--- src/rtl/approx_mul_rr_sched.sv ---
// approx_mul_rr_sched: round-robin scheduler sharing one 2-stage exact/approximate 8x8 multiplier.
module approx_mul_rr_sched #(
  parameter int NREQ = 4,
  parameter int IDW  = 2
) (
  input  logic              clk,
  input  logic              rst,
  input  logic [NREQ-1:0]   req_valid,
  output logic [NREQ-1:0]   req_ready,
  input  logic [8*NREQ-1:0] req_x,
  input  logic [8*NREQ-1:0] req_y,
  input  logic [NREQ-1:0]   req_approx,
  input  logic              force_exact,
  output logic              rsp_valid,
  input  logic              rsp_ready,
  output logic [IDW-1:0]    rsp_id,
  output logic [15:0]       rsp_z,
  output logic              rsp_approx,
  output logic              busy
);
  logic [IDW-1:0] ptr_q, ptr_d, gnt, idx;
  logic [IDW:0]   sum;
  logic           found, adv1, adv2, hs;
  logic           s1_valid_q, s1_approx_q, s2_valid_q;
  logic [7:0]     s1_x_q, s1_y_q;
  logic [IDW-1:0] s1_id_q;
  logic           c7, c8;
  logic [15:0]    z_exact, z_approx;
  assign adv2 = ~s2_valid_q | rsp_ready;
  assign adv1 = ~s1_valid_q | adv2;
  always_comb begin
    gnt   = '0;
    found = 1'b0;
    sum   = '0;
    idx   = '0;
    for (int k = 0; k < NREQ; k++) begin
      sum = {1'b0, ptr_q} + (IDW+1)'(k);
      idx = (sum >= (IDW+1)'(NREQ)) ? IDW'(sum - (IDW+1)'(NREQ)) : IDW'(sum);
      if (!found && req_valid[idx]) begin
        found = 1'b1;
        gnt   = idx;
      end
    end
  end
  assign hs        = found & adv1;
  assign req_ready = hs ? (NREQ'(1) << gnt) : '0;
  assign ptr_d     = hs ? ((gnt == IDW'(NREQ-1)) ? '0 : gnt + 1'b1) : ptr_q;
  // Approximate product drops partial-product rows x[0] and x[1]; c7/c8 compensate the lost top bits.
  assign c7       = (s1_x_q[0] & s1_y_q[7]) | (s1_x_q[1] & s1_y_q[6]);
  assign c8       = s1_x_q[1] & s1_y_q[7];
  assign z_exact  = 16'(s1_x_q) * 16'(s1_y_q);
  assign z_approx = ((16'(s1_y_q) * 16'(s1_x_q[7:2])) << 2) + (16'(c8) << 8) + (16'(c7) << 7);
  always_ff @(posedge clk or posedge rst) begin
    if (rst) begin
      ptr_q       <= '0;
      s1_valid_q  <= 1'b0;
      s1_x_q      <= '0;
      s1_y_q      <= '0;
      s1_id_q     <= '0;
      s1_approx_q <= 1'b0;
      s2_valid_q  <= 1'b0;
      rsp_id      <= '0;
      rsp_z       <= '0;
      rsp_approx  <= 1'b0;
    end else begin
      ptr_q <= ptr_d;
      if (adv1) s1_valid_q <= hs;
      if (hs) begin
        s1_x_q      <= req_x[{gnt, 3'b000} +: 8];
        s1_y_q      <= req_y[{gnt, 3'b000} +: 8];
        s1_id_q     <= gnt;
        s1_approx_q <= req_approx[gnt] & ~force_exact;
      end
      if (adv2) s2_valid_q <= s1_valid_q;
      if (adv2 && s1_valid_q) begin
        rsp_id     <= s1_id_q;
        rsp_z      <= s1_approx_q ? z_approx : z_exact;
        rsp_approx <= s1_approx_q;
      end
    end
  end
  assign rsp_valid = s2_valid_q;
  assign busy      = s1_valid_q | s2_valid_q;
endmodule

--- config.mk ---
export PLATFORM = sky130hd
export DESIGN_NAME = approx_mul_rr_sched
export DESIGN_NICKNAME = d
export VERILOG_FILES = /design/src/rtl/approx_mul_rr_sched.sv
export SDC_FILE = /design/constraint.sdc
export NUM_CORES = 1
export LEC_CHECK = 0
export CORE_ASPECT_RATIO = 1.5
export CORE_MARGIN = 8
export CORE_UTILIZATION = 40
export DETAILED_ROUTE_END_ITERATION = 8
export PLACE_DENSITY = 0.66
export SLEW_MARGIN = 30
export SYNTH_ARGS = -nofsm -noshare
export SYNTH_HDL_FRONTEND = slang
export SYNTH_SLANG_ARGS = --single-unit
--- constraint.sdc ---
create_clock -name clk -period 6.23 [get_ports clk]
set_clock_uncertainty 0.15 [all_clocks]
set_input_delay 1.5575 -clock clk [delete_from_list [all_inputs] [get_ports clk]]
set_output_delay 1.5575 -clock clk [all_outputs]
set_load 0.1 [all_outputs]
* Yosys cells after proc, flatten, opt, wreduce, memory -nomap -nowiden
Cells that the tools add are included.
** Word-level totals
- Input port bits :: 76
- Register bits after elaboration :: 42
- Output and inout port bits :: 25
- Logic and storage cells :: 79
** Operators by class
- Add/subtract/negate cells :: 10
- Reductions and logical operators :: 7
- Magnitude comparators :: 9
- Bitwise gates (word level) :: 12
- Eq/ne operators :: 1
- Shift-type cells :: 3
- Multipliers :: 2
- Multiplexer cells :: 25
** Operators with widths (count)
- $shiftx A32 B6 Y8 :: 2
- $mux W2 :: 9
- $add A16 B8 Y16 :: 1
- $add A16 B9 Y16 :: 1
- $mul A8 B8 Y16 :: 1
- $mux W16 :: 1
- $lt A2 B3 Y1 const B :: 5
- $mul A8 B6 Y14 :: 1
- $bmux W1 S2 :: 5
- $ge A3 B3 Y1 const B :: 3
- $mux W1 :: 9
- $sub A2 B1 Y2 const B :: 4
- $add A2 B2 Y3 const B :: 2
- $and A1 B1 Y1 :: 5
- $logic_and A1 B1 Y1 :: 4
- $mux W4 :: 1
- $or A1 B1 Y1 :: 4
- $shl A1 B2 Y4 const A :: 1
- $add A2 B1 Y3 const B :: 1
- $ge A2 B3 Y1 const B :: 1
- $logic_not A1 Y1 :: 3
- $not A1 Y1 :: 3
- $add A2 B1 Y2 const B :: 1
- $eq A2 B2 Y1 const B :: 1

* Logic depth before layout (Yosys ltp)
Gate-level depths: netlist (run 1).
- Depth after elaboration :: 17
- Gate-level depth with buffers :: 18

* Worst setup path before layout (run 1)
Ideal clock, no wire load.
- Kind :: input to output
- Start :: input port req_valid[2]
- End :: output port req_ready[3]
- Path buffers :: 1
- Data required time :: 4.523 ns
- Slack :: 0.473 ns
- Cell stages on the path :: 7
- Arrival time :: 4.049 ns
- Cells stage by stage :: mux2i_1 nor2_1 nor3_1 clkbuf_1 ha_1 inv_1 nor2_1
** On the way
- Cells in the longest elaborated chain, start to end :: 14
** Ends and longest elaborated chain
- from (decl) :: line 8 : input logic [NREQ-1:0] req_valid,
- $bmux W1 S2 :: line 39 : if (!found && req_valid[idx]) begin
- $mux W1 (implied by the code) :: line 39
- $mux W1 :: line 39
- $logic_not A1 Y1 :: line 39
- $logic_and A1 B1 Y1 :: line 39
- $mux W1 :: line 39
- $logic_not A1 Y1 :: line 39
- $logic_and A1 B1 Y1 :: line 39
- $mux W1 :: line 39
- $logic_not A1 Y1 :: line 39
- $logic_and A1 B1 Y1 :: line 39
- $mux W2 * :: line 39
- named net gnt[0] :: line 21 : logic [IDW-1:0] ptr_q, ptr_d, gnt, idx;
- $shl A1 B2 Y4 * :: line 46 : assign req_ready = hs ? (NREQ'(1) << gnt) : '0;
- $mux W4 * :: line 46
- to (decl) :: line 9 : output logic [NREQ-1:0] req_ready,
The timed path passes the listed nets; every way through them passes the cells marked *. The select of a mux whose other input is x is not followed.

* Final worst setup path (run 1)
- Start :: input port req_valid[0]
- End :: output port req_ready[1]
** On the way
- Cells in the longest elaborated chain, start to end :: 14
** Ends and longest elaborated chain (line)
- $bmux W1 S2 :: 39
- $mux W1 (implied by the code) :: 39
- $mux W1 :: 39
- $logic_not A1 Y1 :: 39
- $logic_and A1 B1 Y1 :: 39
- $mux W1 :: 39
- $logic_not A1 Y1 :: 39
- $logic_and A1 B1 Y1 :: 39
- $mux W1 :: 39
- $logic_not A1 Y1 :: 39
- $logic_and A1 B1 Y1 :: 39
- $mux W2 / $mux W1 (equally long branches) :: 39
- $shl A1 B2 Y4 / $and A1 B1 Y1 (equally long branches) :: 46, 45
- $mux W4 * :: 46
Mark *: on every way between the ends. The rest lies on a longest branch, timed or not. The select of a mux whose other input is x is not followed.

==> reports/results.ini, run 1 <==
[status]
outcome=completed

[global_route]
grt_pass1_wl_um=24400
grt_antenna_before_repair=0
grt_max_degree=43
grt_pass1_vias=5258
grtUsageTotal=0.159
overflow=0

[layout]
antenna_cells=0
postLayoutCoreUtil=0.502
drive_above_1_share=0.0397
nFillCells=1479
area_growth_pct=23.4
layout.nets=1026

[worst_setup_path]
cp-end-kind=output port
required_ps=4520
crit_chain=clkdlybuf4s50_1, mux2i_1, nor2_1, nor3_2, buf_4, ha_1, inv_1, nor2_1, buf_12
crit_cells=9
slowest_stage=clkdlybuf4s50_1
cp.arrival_ps=3590
start_kind=primary input
cp_common_cell=nor2_1
slowest_delay_ps=500
crit_type=primary input to output port
crit_fanout=33
critPathTopFamily=buffers and inverters
cp.buffers_inverters=4
r2r_cells=15

[yosys]
ys_seq_area_frac=0.179
synthAdderAreaFrac=0.325
synthArstFlopShare=1.00
synth_flop_cell=dfrtp_1
synth_top_cell_by_area=fa_1
syn_nets=943
yosys.cell_types.count=56
synth_area_sq_mm=0.00588
synth.top_cell.area_share=0.187
synth_edf_count=0
syn_avg_cell_area_sq_um=7.88
synth_top_family_by_area=adder cells
ys_ff_latch=42
synth-simple-area-share=0.230
yosys.area_share.xor_xnor=0.0313
synthMuxAreaShare=0.0123
synth_compound_area_frac=0.129
ys_top_cells_by_area=fa_1 19%, dfrtp_1 18%, ha_1 14%
synth_cells=747
yosys_warnings=0

[drt]
via_per_inst=4.97
first_iter_violations=132
antenna_left=0
vias=5100
wl_um=14300
drc_errors=0
post_drt_wl_per_cell_um=13.9
first_pass_iters=4

[floorplan]
ioPinCount=101
die_h_um=165
fp.dieW_um=115
rows=54
core_sq_mm=0.0145
start_util=0.407
dieArea_sq_mm=0.0189

[clocking]
cts_buffer_depth=2
clk_latency_ps=290
numCtsBuffers=5
postCtsResizedCells=0
clk_pin_slew_ps=70
htreeDepth=2
cts_sinks=42
cts_tree=yes
cts-root-buf=clkbuf_16
post-cts-setup-buffers=0
holdBufCountCts=0

[sta]
slew_headroom=0.341
fmax_ghz=0.189
finalSetupTns_ps=0
finalHoldViolations=0
min_period_over_period=0.850
setup_viol=0
slew_violations=0
fin_crit_ps=5300
rsz0062_at_grt=false
worstMarginPinSlew_ps=985

[placement]
gp_congestion=0.864
place_hpwl_um=12200
numPortBuffers=100

[worst_hold_path]
min_path_cells=2
min_path_type=flip-flop to flip-flop

[run]
drv_cap=0

## logic make-up (layout without fill, tap and decap cells)
family          after synthesis  count (layout)
buf+inv                     146             230
simple gates                292             292
flops                        42              42
xor+xnor                     21              21
fa+ha+maj                   120             120
compound gates              119             119
mux                           7               7
## cell usage in the layout (no fill, tap or decap), types with 7 or more instances in the layout
| master | count |
|---|---|
| nand2b_1 | 7 |
| nand3_1 | 21 |
| nor2_1 | 22 |
| a211oi_1 | 7 |
| nand2_1 | 162 |
| o21a_1 | 10 |
| dfrtp_1 | 42 |
| a21oi_1 | 15 |
| xnor2_1 | 12 |
| nor3_1 | 9 |
| ha_1 | 65 |
| fa_1 | 55 |
| inv_1 | 115 |
| and2_1 | 42 |
| xor2_1 | 9 |
| clkdlybuf4s50_1 | 96 |
| o21ai_0 | 56 |
## layout make-up
cell class	instances	area [sq um]	area share
clock inverters	3	23.8	0.00327
clock buffers	5	125	0.0172
repair buffers	105	1080	0.149
well taps	196	245	0.0338
multi-input cells	559	4300	0.592
inverters	117	439	0.0605
flip-flops and latches	42	1050	0.145
## cells in the mapped netlist, types with 12 or more instances
master and n:
nand2_1 163, and2_1 42, inv_1 116, o21ai_0 56, xnor2_1 12, fa_1 55, ha_1 65, clkbuf_1 28
dfrtp_1 42, nor2_1 22, a21oi_1 15, nand3_1 21
## metal layers
| metal | vias up | wire length (um) | GRT usage |
|---|---|---|---|
| li1 | 2569 | - | - |
| met1 | 2383 | 5530 | 0.170 |
| met2 | 120 | 7770 | 0.298 |
| met3 | 28 | 665 | 0.0333 |
| met4 | 0 | 341 | 0.0528 |
| met5 | - | 0 | 0 |
## path summary, 6_finish.rpt
path / startpoint / end / slack, ps
max: req_valid[0] / req_ready[1] / 930
min: s1_id_q[1] / rsp_id[1] / 310
max reg2reg: s1_x_q[7] / rsp_z[15] / 1050
min reg2reg: s1_id_q[1] / rsp_id[1] / 310
max in group asynchronous: rst / s1_y_q[7] / 4030
min in group asynchronous: rst / s1_valid_q / 1540
## flip-flops by register name, indices dropped and copies added, names as in the netlist
register,cells
s1_approx_q,1
s1_id_q,2
rsp_valid,1
rsp_id,2
ptr_q,2
s1_valid_q,1
rsp_approx,1
rsp_z,16
s1_y_q,8
s1_x_q,8
## stage by stage
| step | std cells | hold slack [ps] | instance area (sq um) | setup WS (ps) |
|---|---|---|---|---|
| after global placement | 1019 | 307 | 7110 | 948 |
| final | 1027 | 310 | 7260 | 933 |
| after global routing | 1027 | 350 | 7260 | 795 |
| after CTS | 1027 | 321 | 7260 | 902 |
| after floorplan | 747 | 289 | 5880 | 473 |
| after detailed placement | 1019 | 314 | 7110 | 911 |
## tightest hold or removal path: stages (launching register included)
cell and delay [ps]:
dfrtp_1 340, nand2_1 50, nand2_1 50
Power of run 1 is not shown: default switching activity piles up to over one toggle a cycle in this logic, so the estimate is an artifact.
==> run 2, diff against run 1 <==
Settings changed: CORE_MARGIN 8 to unset.
==> run 2 against run 1 <==
  * Design area about the same
  * Hold slack better by 9.3 ps
  * Maximum frequency increased by 0.57%
  * Largest cell class unchanged
==> reports/results.ini, run 2 (same netlist as run 1, synthesis figures left out) <==
[status]
outcome=completed  ; unchanged

[layout]
nFillCells=1431  ; was 1,479
fin_cells=1023  ; was 1,027
area_growth_pct=23.4  ; about the same
layout.nets=1026  ; unchanged
drive_above_1_share=0.0397  ; unchanged
largestRegisters=rsp_z: 16 flops, s1_x_q: 8 flops, s1_y_q: 8 flops  ; unchanged
antenna_cells=0  ; unchanged
final_common_cell=nand2_1  ; unchanged
regMostFlops=rsp_z  ; unchanged
layout_common_cells=162 x nand2_1, 115 x inv_1, 96 x clkdlybuf4s50_1  ; unchanged
largest_reg_flops=16  ; unchanged

[placement]
dp_cells=1015  ; was 1,019
place_hpwl_um=11500  ; was 12,200 um
numPortBuffers=100  ; unchanged
gp_congestion=0.874  ; was 0.864

[drt]
post_drt_wl_per_cell_um=13.3  ; was 13.9 um
first_iter_violations=154  ; was 132
via_per_inst=4.91  ; was 4.97
vias=5022  ; was 5,100
drc_errors=0  ; unchanged
wl_um=13600  ; was 14,300 um
antenna_left=0  ; unchanged
first_pass_iters=4  ; unchanged

[sta]
slew_headroom=0.345  ; was 0.341
slew_violations=0  ; unchanged
setup_viol=0  ; unchanged
min_period_over_period=0.845  ; was 0.850
finalSetupTns_ps=0  ; unchanged
worstMarginPinSlew_ps=979  ; was 985 ps
finalHoldViolations=0  ; unchanged
rsz0062_at_grt=false  ; unchanged
fmax_ghz=0.190  ; was 0.189 GHz
fin_crit_ps=5270  ; was 5300 ps

[worst_setup_path]
cp_common_cell=nor2_1  ; unchanged
cp.buffers_inverters=4  ; unchanged
slowest_stage=clkdlybuf4s50_1  ; unchanged
slowest_delay_ps=500  ; about the same
r2r_start=s1_x_q[5]  ; was s1_x_q[7]
start_kind=primary input  ; unchanged
r2r-end=rsp_z[15]  ; unchanged
crit_type=primary input to output port  ; unchanged
r2r_cells=15  ; unchanged
cp.arrival_ps=3560  ; was 3590 ps
crit_chain=clkdlybuf4s50_1, mux2i_1, nor2_1, nor3_2, buf_4, ha_1, inv_1, nor2_1, buf_12  ; unchanged
crit_fanout=33  ; unchanged
r2r_slack_ps=1050  ; about the same
required_ps=4520  ; about the same
cp-end-kind=output port  ; unchanged
critPathTopFamily=buffers and inverters  ; unchanged

[clocking]
postCtsResizedCells=0  ; unchanged
clk_pin_slew_ps=60  ; was 70 ps
post-cts-setup-buffers=0  ; unchanged
cts_tree=yes  ; unchanged
clk_latency_ps=290  ; about the same
numCtsBuffers=5  ; unchanged
holdBufCountCts=0  ; unchanged
cts_sinks=42  ; unchanged
cts_buffer_depth=2  ; unchanged
htreeDepth=2  ; unchanged
cts-root-buf=clkbuf_16  ; unchanged

[floorplan]
ioPinCount=101  ; unchanged
dieArea_sq_mm=0.0152  ; was 0.0189 sq mm
start_util=0.415  ; was 0.407
fp.dieW_um=101  ; was 115 um
core_sq_mm=0.0142  ; was 0.0145 sq mm
die_h_um=151  ; was 165 um
rows=53  ; was 54

[global_route]
grt_max_degree=43  ; unchanged
grtUsageTotal=0.195  ; was 0.159
overflow=0  ; unchanged
grt_pass1_vias=5163  ; was 5,258
grt_antenna_before_repair=0  ; unchanged
grt_pass1_wl_um=23500  ; was 24,400 um

[run]
drv_cap=0  ; unchanged

[worst_hold_path]
worstHoldStart=rsp_z[0]  ; was s1_id_q[1]
min_path_type=flip-flop to flip-flop  ; unchanged
min_path_cells=2  ; unchanged
min_to=rsp_z[0]  ; was rsp_id[1]

-- run 2: cell counts in the layout (fill, tap and decap cells not counted) --
Identical to the previous run, type by type.
-- run 2: how the worst max path moves through the flow --
| stage | endpoint | start | cells past startpoint | slack [ps] |
|---|---|---|---|---|
| floorplan | req_ready[3] | req_valid[2] | 7 | 470 |
| detailed placement | req_ready[1] | req_valid[0] | 9 | 950 |
| finish | req_ready[1] | req_valid[0] | 9 | 960 |
| CTS | req_ready[1] | req_valid[0] | 9 | 930 |
| global route | req_ready[1] | req_valid[0] | 9 | 790 |
| global placement | req_ready[1] | req_valid[0] | 9 | 960 |
-- run 2: layout make-up --
class | count | area (sq um) | area share
Multi-Input combinational cell | 559 | 4300 | 0.592
Timing Repair Buffer | 105 | 1080 | 0.149
Sequential cell | 42 | 1050 | 0.145
Inverter | 117 | 439 | 0.0605
Tap cell | 192 | 240 | 0.0331
Clock buffer | 5 | 125 | 0.0172
Clock inverter | 3 | 23.8 | 0.00328
-- run 2: routing by layer --
layer | GRT usage | part of all wire
met1 | 0.218 | 0.40
met2 | 0.376 | 0.55
met3 | 0.0232 | 0.028
met4 | 0.0667 | 0.024
met5 | 0 | 0
-- run 2: per-stage QoR --
step / hold WS (ps) / setup WS, ps / util / area [sq um]
floorplan: 289 / 473 / - / 5880
global placement: 307 / 956 / 0.501 / 7110
detailed placement: 310 / 954 / 0.501 / 7110
CTS: 324 / 932 / 0.511 / 7250
global route: 338 / 787 / 0.511 / 7260
finish: 320 / 963 / 0.511 / 7260
-- run 2: tightest hold or removal path: stages, from the launching register on --
cell and delay [ps]:
dfrtp_1 340, nand2_1 50, nand2_1 50
Power of run 2 is left out for the same reason.
